===== config.mk =====
export PLATFORM = sky130hd
export DESIGN_NAME = uart_tx_cfg
export DESIGN_NICKNAME = d
export VERILOG_FILES = /design/src/rtl/uart_tx_cfg.sv
export SDC_FILE = /design/constraint.sdc
export NUM_CORES = 1
export LEC_CHECK = 0
export BUFFER_PORTS_ARGS = -buffer_cell sky130_fd_sc_hd__buf_2
export CAP_MARGIN = 30
export CORE_MARGIN = 1
export CORE_UTILIZATION = 51
export DETAILED_ROUTE_END_ITERATION = 8
export PLACE_DENSITY_LB_ADDON = 0.12
export SLEW_MARGIN = 20
export SYNTH_ARGS = -nofsm -noshare
export SYNTH_HDL_FRONTEND = slang
export SYNTH_SLANG_ARGS = --single-unit

===== constraint.sdc =====
create_clock -name clk -period 3.47 [get_ports clk]
set_clock_uncertainty 0.15 [all_clocks]
set_input_delay 0.1735 -clock clk [delete_from_list [all_inputs] [get_ports clk]]
set_output_delay 0.1735 -clock clk [all_outputs]
set_load 0.01 [all_outputs]

===== src/rtl/uart_tx_cfg.sv =====
// uart_tx_cfg: UART transmitter with write FIFO, build-time framing, run-time parity
// Ports: clk; rst (synchronous, active-low); valid/din/rdy write side of the FIFO;
//        parity_mode (00/11 none, 01 even, 10 odd); clr_overflow; tx serial line;
//        busy (frame in progress); count (FIFO occupancy); overflow (sticky write-while-full).
// Optional feature: define UART_TX_PARITY_EN to compile in the parity bit and PARITY state.
module uart_tx_cfg #(
  parameter int CLK_HZ     = 25_000_000,
  parameter int BAUD       = 9600,
  parameter int DATA_BITS  = 8,
  parameter int STOP_BITS  = 1,
  parameter int FIFO_DEPTH = 16
) (
  input  logic                          clk,
  input  logic                          rst,
  input  logic                          valid,
  input  logic [DATA_BITS-1:0]          din,
  output logic                          rdy,
  input  logic [1:0]                    parity_mode,
  input  logic                          clr_overflow,
  output logic                          tx,
  output logic                          busy,
  output logic [$clog2(FIFO_DEPTH):0]   count,
  output logic                          overflow
);
  localparam int DIV = CLK_HZ / BAUD;
  localparam int AW  = $clog2(FIFO_DEPTH);
  localparam int CW  = (DIV < 2) ? 1 : $clog2(DIV);
  localparam int BW  = $clog2(DATA_BITS);
  localparam logic [AW:0]    FULL      = (AW+1)'(FIFO_DEPTH);
  localparam logic [CW-1:0]  RELOAD    = CW'(DIV - 1);
  localparam logic [BW-1:0]  LAST_BIT  = BW'(DATA_BITS - 1);
  localparam logic           LAST_STOP = 1'(STOP_BITS - 1);
  localparam logic [2:0] IDLE = 3'd0, START = 3'd1, DATA = 3'd2, STOP = 3'd4;
`ifdef UART_TX_PARITY_EN
  localparam logic [2:0] PARITY = 3'd3;
`endif
  if (DIV < 2) begin : g_bad_div
    $error("uart_tx_cfg: CLK_HZ / BAUD must be at least 2");
  end
  if (DATA_BITS < 5 || DATA_BITS > 8) begin : g_bad_data
    $error("uart_tx_cfg: DATA_BITS must be 5..8");
  end
  if (STOP_BITS < 1 || STOP_BITS > 2) begin : g_bad_stop
    $error("uart_tx_cfg: STOP_BITS must be 1 or 2");
  end
  if (FIFO_DEPTH < 2 || (FIFO_DEPTH & (FIFO_DEPTH - 1)) != 0) begin : g_bad_depth
    $error("uart_tx_cfg: FIFO_DEPTH must be a power of two >= 2");
  end
  logic [DATA_BITS-1:0] mem [FIFO_DEPTH];
  logic [AW:0]          wptr, rptr;
  logic [2:0]           state;
  logic [CW-1:0]        baud;
  logic [BW-1:0]        bit_idx;
  logic                 stop_idx;
  logic [DATA_BITS-1:0] shifter, head;
  logic                 tick, push, pop, last_stop;
  assign head      = mem[rptr[AW-1:0]];
  assign count     = wptr - rptr;
  assign rdy       = count != FULL;
  assign busy      = state != IDLE;
  assign tick      = busy && baud == '0;
  assign last_stop = state == STOP && tick && stop_idx == LAST_STOP;
  // the next frame starts straight out of the final stop tick, so there is no idle gap
  assign pop       = count != '0 && (state == IDLE || last_stop);
  assign push      = valid && rdy;
`ifdef UART_TX_PARITY_EN
  logic par_en, par_bit;
  // mode is latched at pop so mid-frame changes only reach the next frame
  always_ff @(posedge clk) begin
    if (!rst) begin
      par_en  <= 1'b0;
      par_bit <= 1'b0;
    end else if (pop) begin
      par_en  <= ^parity_mode;
      par_bit <= ^head ^ parity_mode[1];
    end
  end
  assign tx = state == START ? 1'b0 : state == DATA ? shifter[0] : state == PARITY ? par_bit : 1'b1;
`else
  logic unused_parity;
  assign unused_parity = ^parity_mode;
  assign tx = state == START ? 1'b0 : state == DATA ? shifter[0] : 1'b1;
`endif
  always_ff @(posedge clk) begin
    if (push) mem[wptr[AW-1:0]] <= din;
  end
  always_ff @(posedge clk) begin
    if (!rst) begin
      state    <= IDLE;
      baud     <= '0;
      bit_idx  <= '0;
      stop_idx <= 1'b0;
      shifter  <= '0;
      wptr     <= '0;
      rptr     <= '0;
      overflow <= 1'b0;
    end else begin
      if (push) wptr <= wptr + (AW+1)'(1);
      if (pop) rptr <= rptr + (AW+1)'(1);
      overflow <= (valid && !rdy) || (overflow && !clr_overflow);
      if (pop || tick) baud <= RELOAD;
      else if (busy) baud <= baud - CW'(1);
      if (pop) shifter <= head;
      else if (state == DATA && tick) shifter <= shifter >> 1;
      bit_idx  <= state == DATA ? bit_idx + BW'(tick) : '0;
      stop_idx <= state == STOP ? stop_idx ^ tick : 1'b0;
      case (state)
        IDLE:   if (pop) state <= START;
        START:  if (tick) state <= DATA;
`ifdef UART_TX_PARITY_EN
        DATA:   if (tick && bit_idx == LAST_BIT) state <= par_en ? PARITY : STOP;
        PARITY: if (tick) state <= STOP;
`else
        DATA:   if (tick && bit_idx == LAST_BIT) state <= STOP;
`endif
        STOP:   if (last_stop) state <= pop ? START : IDLE;
        default: state <= IDLE;
      endcase
    end
  end
endmodule


==> results of run 1 <==
worst max-delay path by stage:
stage	slack [ns]	depth (start not counted)	endpoint	from
6_report	0.20	12	overflow	wptr[0]
5_1_grt	0.01	11	overflow	wptr[0]
4_1_cts	0.21	12	overflow	wptr[0]
3_5_place_dp	0.28	11	mem[5][5]	wptr[0]
3_3_place_gp	0.35	11	mem[4][5]	wptr[0]
2_1_floorplan	0.47	10	mem[3][0]	wptr[0]
cell type report:
| class | instances | area share |
|---|---|---|
| clock inverter | 14 | 0.0138 |
| clock buffer | 18 | 0.0526 |
| multi-input combinational | 256 | 0.288 |
| tap | 180 | 0.0276 |
| timing repair buffer | 38 | 0.0322 |
| sequential | 170 | 0.575 |
| inverter | 24 | 0.0110 |
registers in the layout (all words and copies together), names as in the netlist, named ones only:
name and cells:
baud 12, wptr 5, mem 128, state 3, bit_idx 3, overflow 1
shifter 8, rptr 5, stop_idx 1
per-layer routing:
layer  track usage  share of wire
met1         0.285           0.43
met5             0              0
met4        0.0795          0.023
met2         0.365           0.50
met3        0.0512          0.043
cell families (layout without fill, tap and decap cells):
logic type / after synthesis / in the layout / share of synthesized area
buffers and inverters: 43 / 94 / 0.0289
flip-flops: 170 / 170 / 0.648
XOR/XNOR: 10 / 10 / 0.0121
adder cells (fa/ha/maj): 14 / 14 / 0.0253
multiplexers: 38 / 38 / 0.111
AND/OR/NAND/NOR: 114 / 114 / 0.0922
AO/OA/AOI/OAI: 80 / 80 / 0.0827
metrics by stage:
| step | area [um2] | hold slack (ns) | std cells |
|---|---|---|---|
| after floorplan | 7230 | 0.122 | 469 |
| after global placement | 7530 | 0.299 | 660 |
| after detailed placement | 7530 | 0.303 | 660 |
| after CTS | 8130 | 0.00200 | 698 |
| after global routing | 8150 | 0.00643 | 700 |
| final | 8150 | 0.00776 | 700 |
timing repair:
action	CTS	global route
buffers inserted	0	2
setup endpoints to repair	0	1
hold buffers	6	0
gates resized for setup	0	1
hold endpoints to repair	50	0
power breakdown:
group / internal [mW] / switching (mW)
Sequential: 2.36 / 0.166
Clock: 0.931 / 0.814
Combinational: 0.872 / 1.14
Total: 4.16 / 2.12
cells in the mapped netlist (3+ instances only):
master      n  share of area
edfxtp_1  128           0.53
dfxtp_1    42           0.12
mux4_2     34           0.11
inv_1      23          0.012
a21oi_1    18          0.012
nor2_1     16         0.0083
nor3_1     16          0.011
and3_1     15          0.013
nand3_1    15          0.010
o21ai_0    14         0.0097
ha_1       13          0.022
nand2_1    13         0.0067
a221oi_1   12          0.015
nor2b_1    12          0.010
clkbuf_1    7         0.0036
xnor2_1     6         0.0073
a211oi_1    5         0.0052
a22o_1      5         0.0061
buf_4       4         0.0042
mux2i_1     4         0.0055
nand4_1     4         0.0035
xor2_1      4         0.0048
buf_2       3         0.0021
o31ai_1     3         0.0031
critical path: cells and delay by family (launching register included):
family,cells,cell delay (ns)
flops,1,0.35
xor+xnor,1,0.20
fa+ha+maj,2,0.60
buf+inv,5,1.04
simple gates,1,0.09
compound gates,3,0.77
==> run metrics, run 1 <==
register bit total from synthesis 170; pre-CTS WS between 0.2 and 0.3 ns; Synth Instances 469; Setup CP Type reg2reg; Reg2Reg Launch Point wptr[0]; maxcap violations 0; I/O Pins 23; Post-Syn Area 7230 um2; Worst Hold Path EP mem[11][1]; vias in the first global route 4121; Finish-stage setup viols 0; Worst Setup Start Kind register; most frequent CP cell inv_1; total power draw 6.28 mW; Antenna Nets Post-Route 0; Die Y 121 um; commonest non-fill, non-tap cell in the layout edfxtp_1; antenna violations before repair 0; CP arrival 3.48 ns; first-pass GRT wire length 23100 um; hold crit path type in2reg; Hold Crit Depth 1; ys async rst share 0; Synth-to-Final Area Change 12.7%; CP Capture Type register; Synth Warn # 0; Synth Net Count 497; Nets roughly 540; min cycle time layout approximately 3.3 ns; share of post-route cells with drive strength above 1 0.215; crit path max fanout 5; r2r worst-path depth 12; Clock Path Buffers 2; Final HPWL DP 9900 um; final core occ 0.587; setup TNS 0 ns; part of the Yosys area used for sequential elements 0.648; Starting DRT DRC Count ~260; CTS Sinks 170; largest net degree at the start of global routing 32; Critical Path RT ~3.7 ns; slowest stage delay, CP 0.57 ns; number of flops mapped to enable cells by yosys about 130; routed via count 4177; count of cell types in the netlist 67; CTS tree built; status complete, no violations; wire length per cell 21.2 um; via density per instance 5.97; total clock buffers created by CTS 17; multi-input logic area 2350 um2; RSZ-0062 raised after global routing no; Initial DRT Pass Iterations 5; clk root buf clkbuf_16; Fmax 306 MHz; Final Wtd Congestion 0.789; final hold vios 0; register area 4690 um2; die area 14700 um2; total track usage 0.220; hold wc startpoint din[1]; R2R Setup Slk 0.20 ns; crit path max-delay cell type dlygate4sd3_1; Congestion Overflow GR 0; worst vdd ir between 0.3 and 0.4 mV; WL final 14900 um; most frequent cells in the layout 128 x edfxtp_1, 41 x dfxtp_1, 34 x mux4_2, 23 x inv_1, 20 x buf_2; die width around 120 um; Max H-tree Level 4; Reg-to-Reg End overflow; n_diodes 0; Post-Syn Area per Cell 15.4 um2; Slew Viols, Final 0; Initial Util 0.521; PD cells 770 nW/um2; Post-synth top flop edfxtp_1; min setup slack post-route 0.203 ns; clk slew on worst S/H paths 0.07 ns; Worst slew margin 0.368; # fillers about 1100; number of cell rows 43; IO buf count 20; Worst Tran Pin Value 0.948 ns; clk_lat worst skew 0.43 ns; Pleak 2.81 nW; core region area 13900 um2; Cell Chain, Critical Path inv_1 > ha_1 > inv_1 > fa_1 > xnor2_2 > inv_1 > a211o_1 > a211oi_4 > buf_4 > a21oi_1 > dlygate4sd3_1 > nor2_1; period utilisation layout 0.941; final routed DRC violation total 0
Note: power is estimated with default switching activity, not from simulation.
==> run 2: changes to the inputs <==
Settings changed: MAX_ROUTING_LAYER from default to met4, RECOVER_POWER from default to 25.
==> run metrics, run 2 (synthesis results as in run 1) <==
vias in the first global route 4124; min cycle time layout 3.26 ns; max reg flops between 100 and 150; I/O Pins 23; core region area ~14000 um2; first-pass GRT wire length 23000 um; Congestion Overflow GR 0; Initial Util 0.521; crit path max fanout 5; Worst slew margin 0.359; clk_lat worst skew 0.43 ns; Slew Viols, Final 0; Pleak 2.80 nW; hold crit path type in2reg; die width 121 um; Starting DRT DRC Count 262; # fillers about 1100; final routed DRC violation total 0; Die Y ~120 um; CP arrival 3.48 ns; number of cell rows 43; die area 14700 um2; maxcap violations 0; dpl cells 660; CTS Sinks 170; IO buf count 20; routed via count 4151; period utilisation layout 0.941; clk root buf clkbuf_16; Initial DRT Pass Iterations 7; setup TNS 0 ns; most frequent cells in the layout 128 x edfxtp_1, 41 x dfxtp_1, 34 x mux4_2, 23 x inv_1, 18 x a21oi_1; CP Capture Type register; share of post-route cells with drive strength above 1 0.206; final hold vios 0; worst vdd ir approximately 0.38 mV; Clock Path Buffers 2; placed inst area 7530 um2; Final Wtd Congestion 0.800; largest net degree at the start of global routing 32; wire length per cell 21.2 um; WP buf/inv 5; RSZ-0062 raised after global routing no; Cell Chain, Critical Path inv_1 > ha_1 > inv_1 > fa_1 > xnor2_2 > inv_1 > a211o_1 > a211oi_4 > buf_4 > a21oi_1 > dlygate4sd3_1 > nor2_1; WL final 14800 um; n_diodes 0; Worst Tran Pin Value 0.962 ns; via density per instance 5.93; commonest non-fill, non-tap cell in the layout edfxtp_1; Synth-to-Final Area Change 12.6%; Nets 535; PD cells approximately 770 nW/um2; total clock buffers created by CTS 17; CTS tree built; Final HPWL DP 9900 um; most frequent CP cell inv_1; Fmax ~310 MHz; Max H-tree Level 4; clk slew on worst S/H paths 0.07 ns; Finish-stage setup viols 0; Critical Path RT around 3.7 ns; design area 8150 um2; total track usage 0.226; Finished Layout Cells 700; Worst Setup Start Kind register; Top delay family on crit path buffers and inverters; crit path max-delay cell type dlygate4sd3_1; Antenna Nets Post-Route 0; antenna violations before repair 0; status complete, no violations; slowest stage delay, CP 0.57 ns; Setup CP Type reg2reg
==> run 2: changes by cell type in the layout (fill, tap and decap cells not counted), sizes merged <==
cell / previous run / this run
buf: 32 / 27
clkbuf: 18 / 23
==> run 2: what timing repair did <==
action	CTS	global route
hold endpoints to repair	50	0
resized for setup	0	1
hold buffers	6	0
buffers inserted	0	2
endpoints found under the setup margin	0	1
==> run 2: layer usage <==
layer | vias to the layer above | part of all wire | GRT usage
met5 | - | 0 | -
met3 | 17 | 0.034 | 0.0512
met1 | 2106 | 0.44 | 0.282
met2 | 79 | 0.51 | 0.366
li1 | 1949 | - | -
met4 | 0 | 0.018 | 0.0795
==> run 2: worst paths after layout <==
| check | start | endpoint | slack, ns | depth (start not counted) |
|---|---|---|---|---|
| max | wptr[0] | overflow | 0.21 | 12 |
| min | rst | state[0] | 0.03 | 3 |
| max reg2reg | wptr[0] | overflow | 0.21 | 12 |
| min reg2reg | shifter[2] | shifter[2] | 0.31 | 2 |
==> run 2: stage by stage <==
stage               hold slack (ns)   util  power [mW]  setup WS, ns
detailed placement            0.303  0.542        4.54         0.281
floorplan                     0.122      -        4.01         0.466
global placement              0.299  0.542        4.49         0.346
CTS                         0.00200  0.586        6.29         0.206
global route                 0.0370  0.587        6.61        0.0146
finish                       0.0282  0.587        6.28         0.206
==> run 2: layout make-up <==
class                      instances  area [um2]  area share
timing repair buffer              38         256      0.0315
clock inverter                    14         113      0.0138
sequential                       170        4690       0.575
clock buffer                      18         429      0.0527
tap                              180         225      0.0276
multi-input combinational        256        2350       0.288
inverter                          24        90.1      0.0111
==> run 2: power breakdown <==
part           internal [mW]  switching, mW
registers               2.36          0.166
logic                  0.871           1.14
clock network          0.931          0.816
total                   4.16           2.12
==> run 2: worst reg2reg max path, cell delays in order (launching register included) <==
cell           delay (ns)
dfxtp_1              0.35
inv_1                0.13
ha_1                 0.18
inv_1                0.05
fa_1                 0.42
xnor2_2              0.20
inv_1                0.09
a211o_1              0.33
a211oi_4             0.37
buf_4                0.20
a21oi_1              0.07
dlygate4sd3_1        0.57
nor2_1               0.09
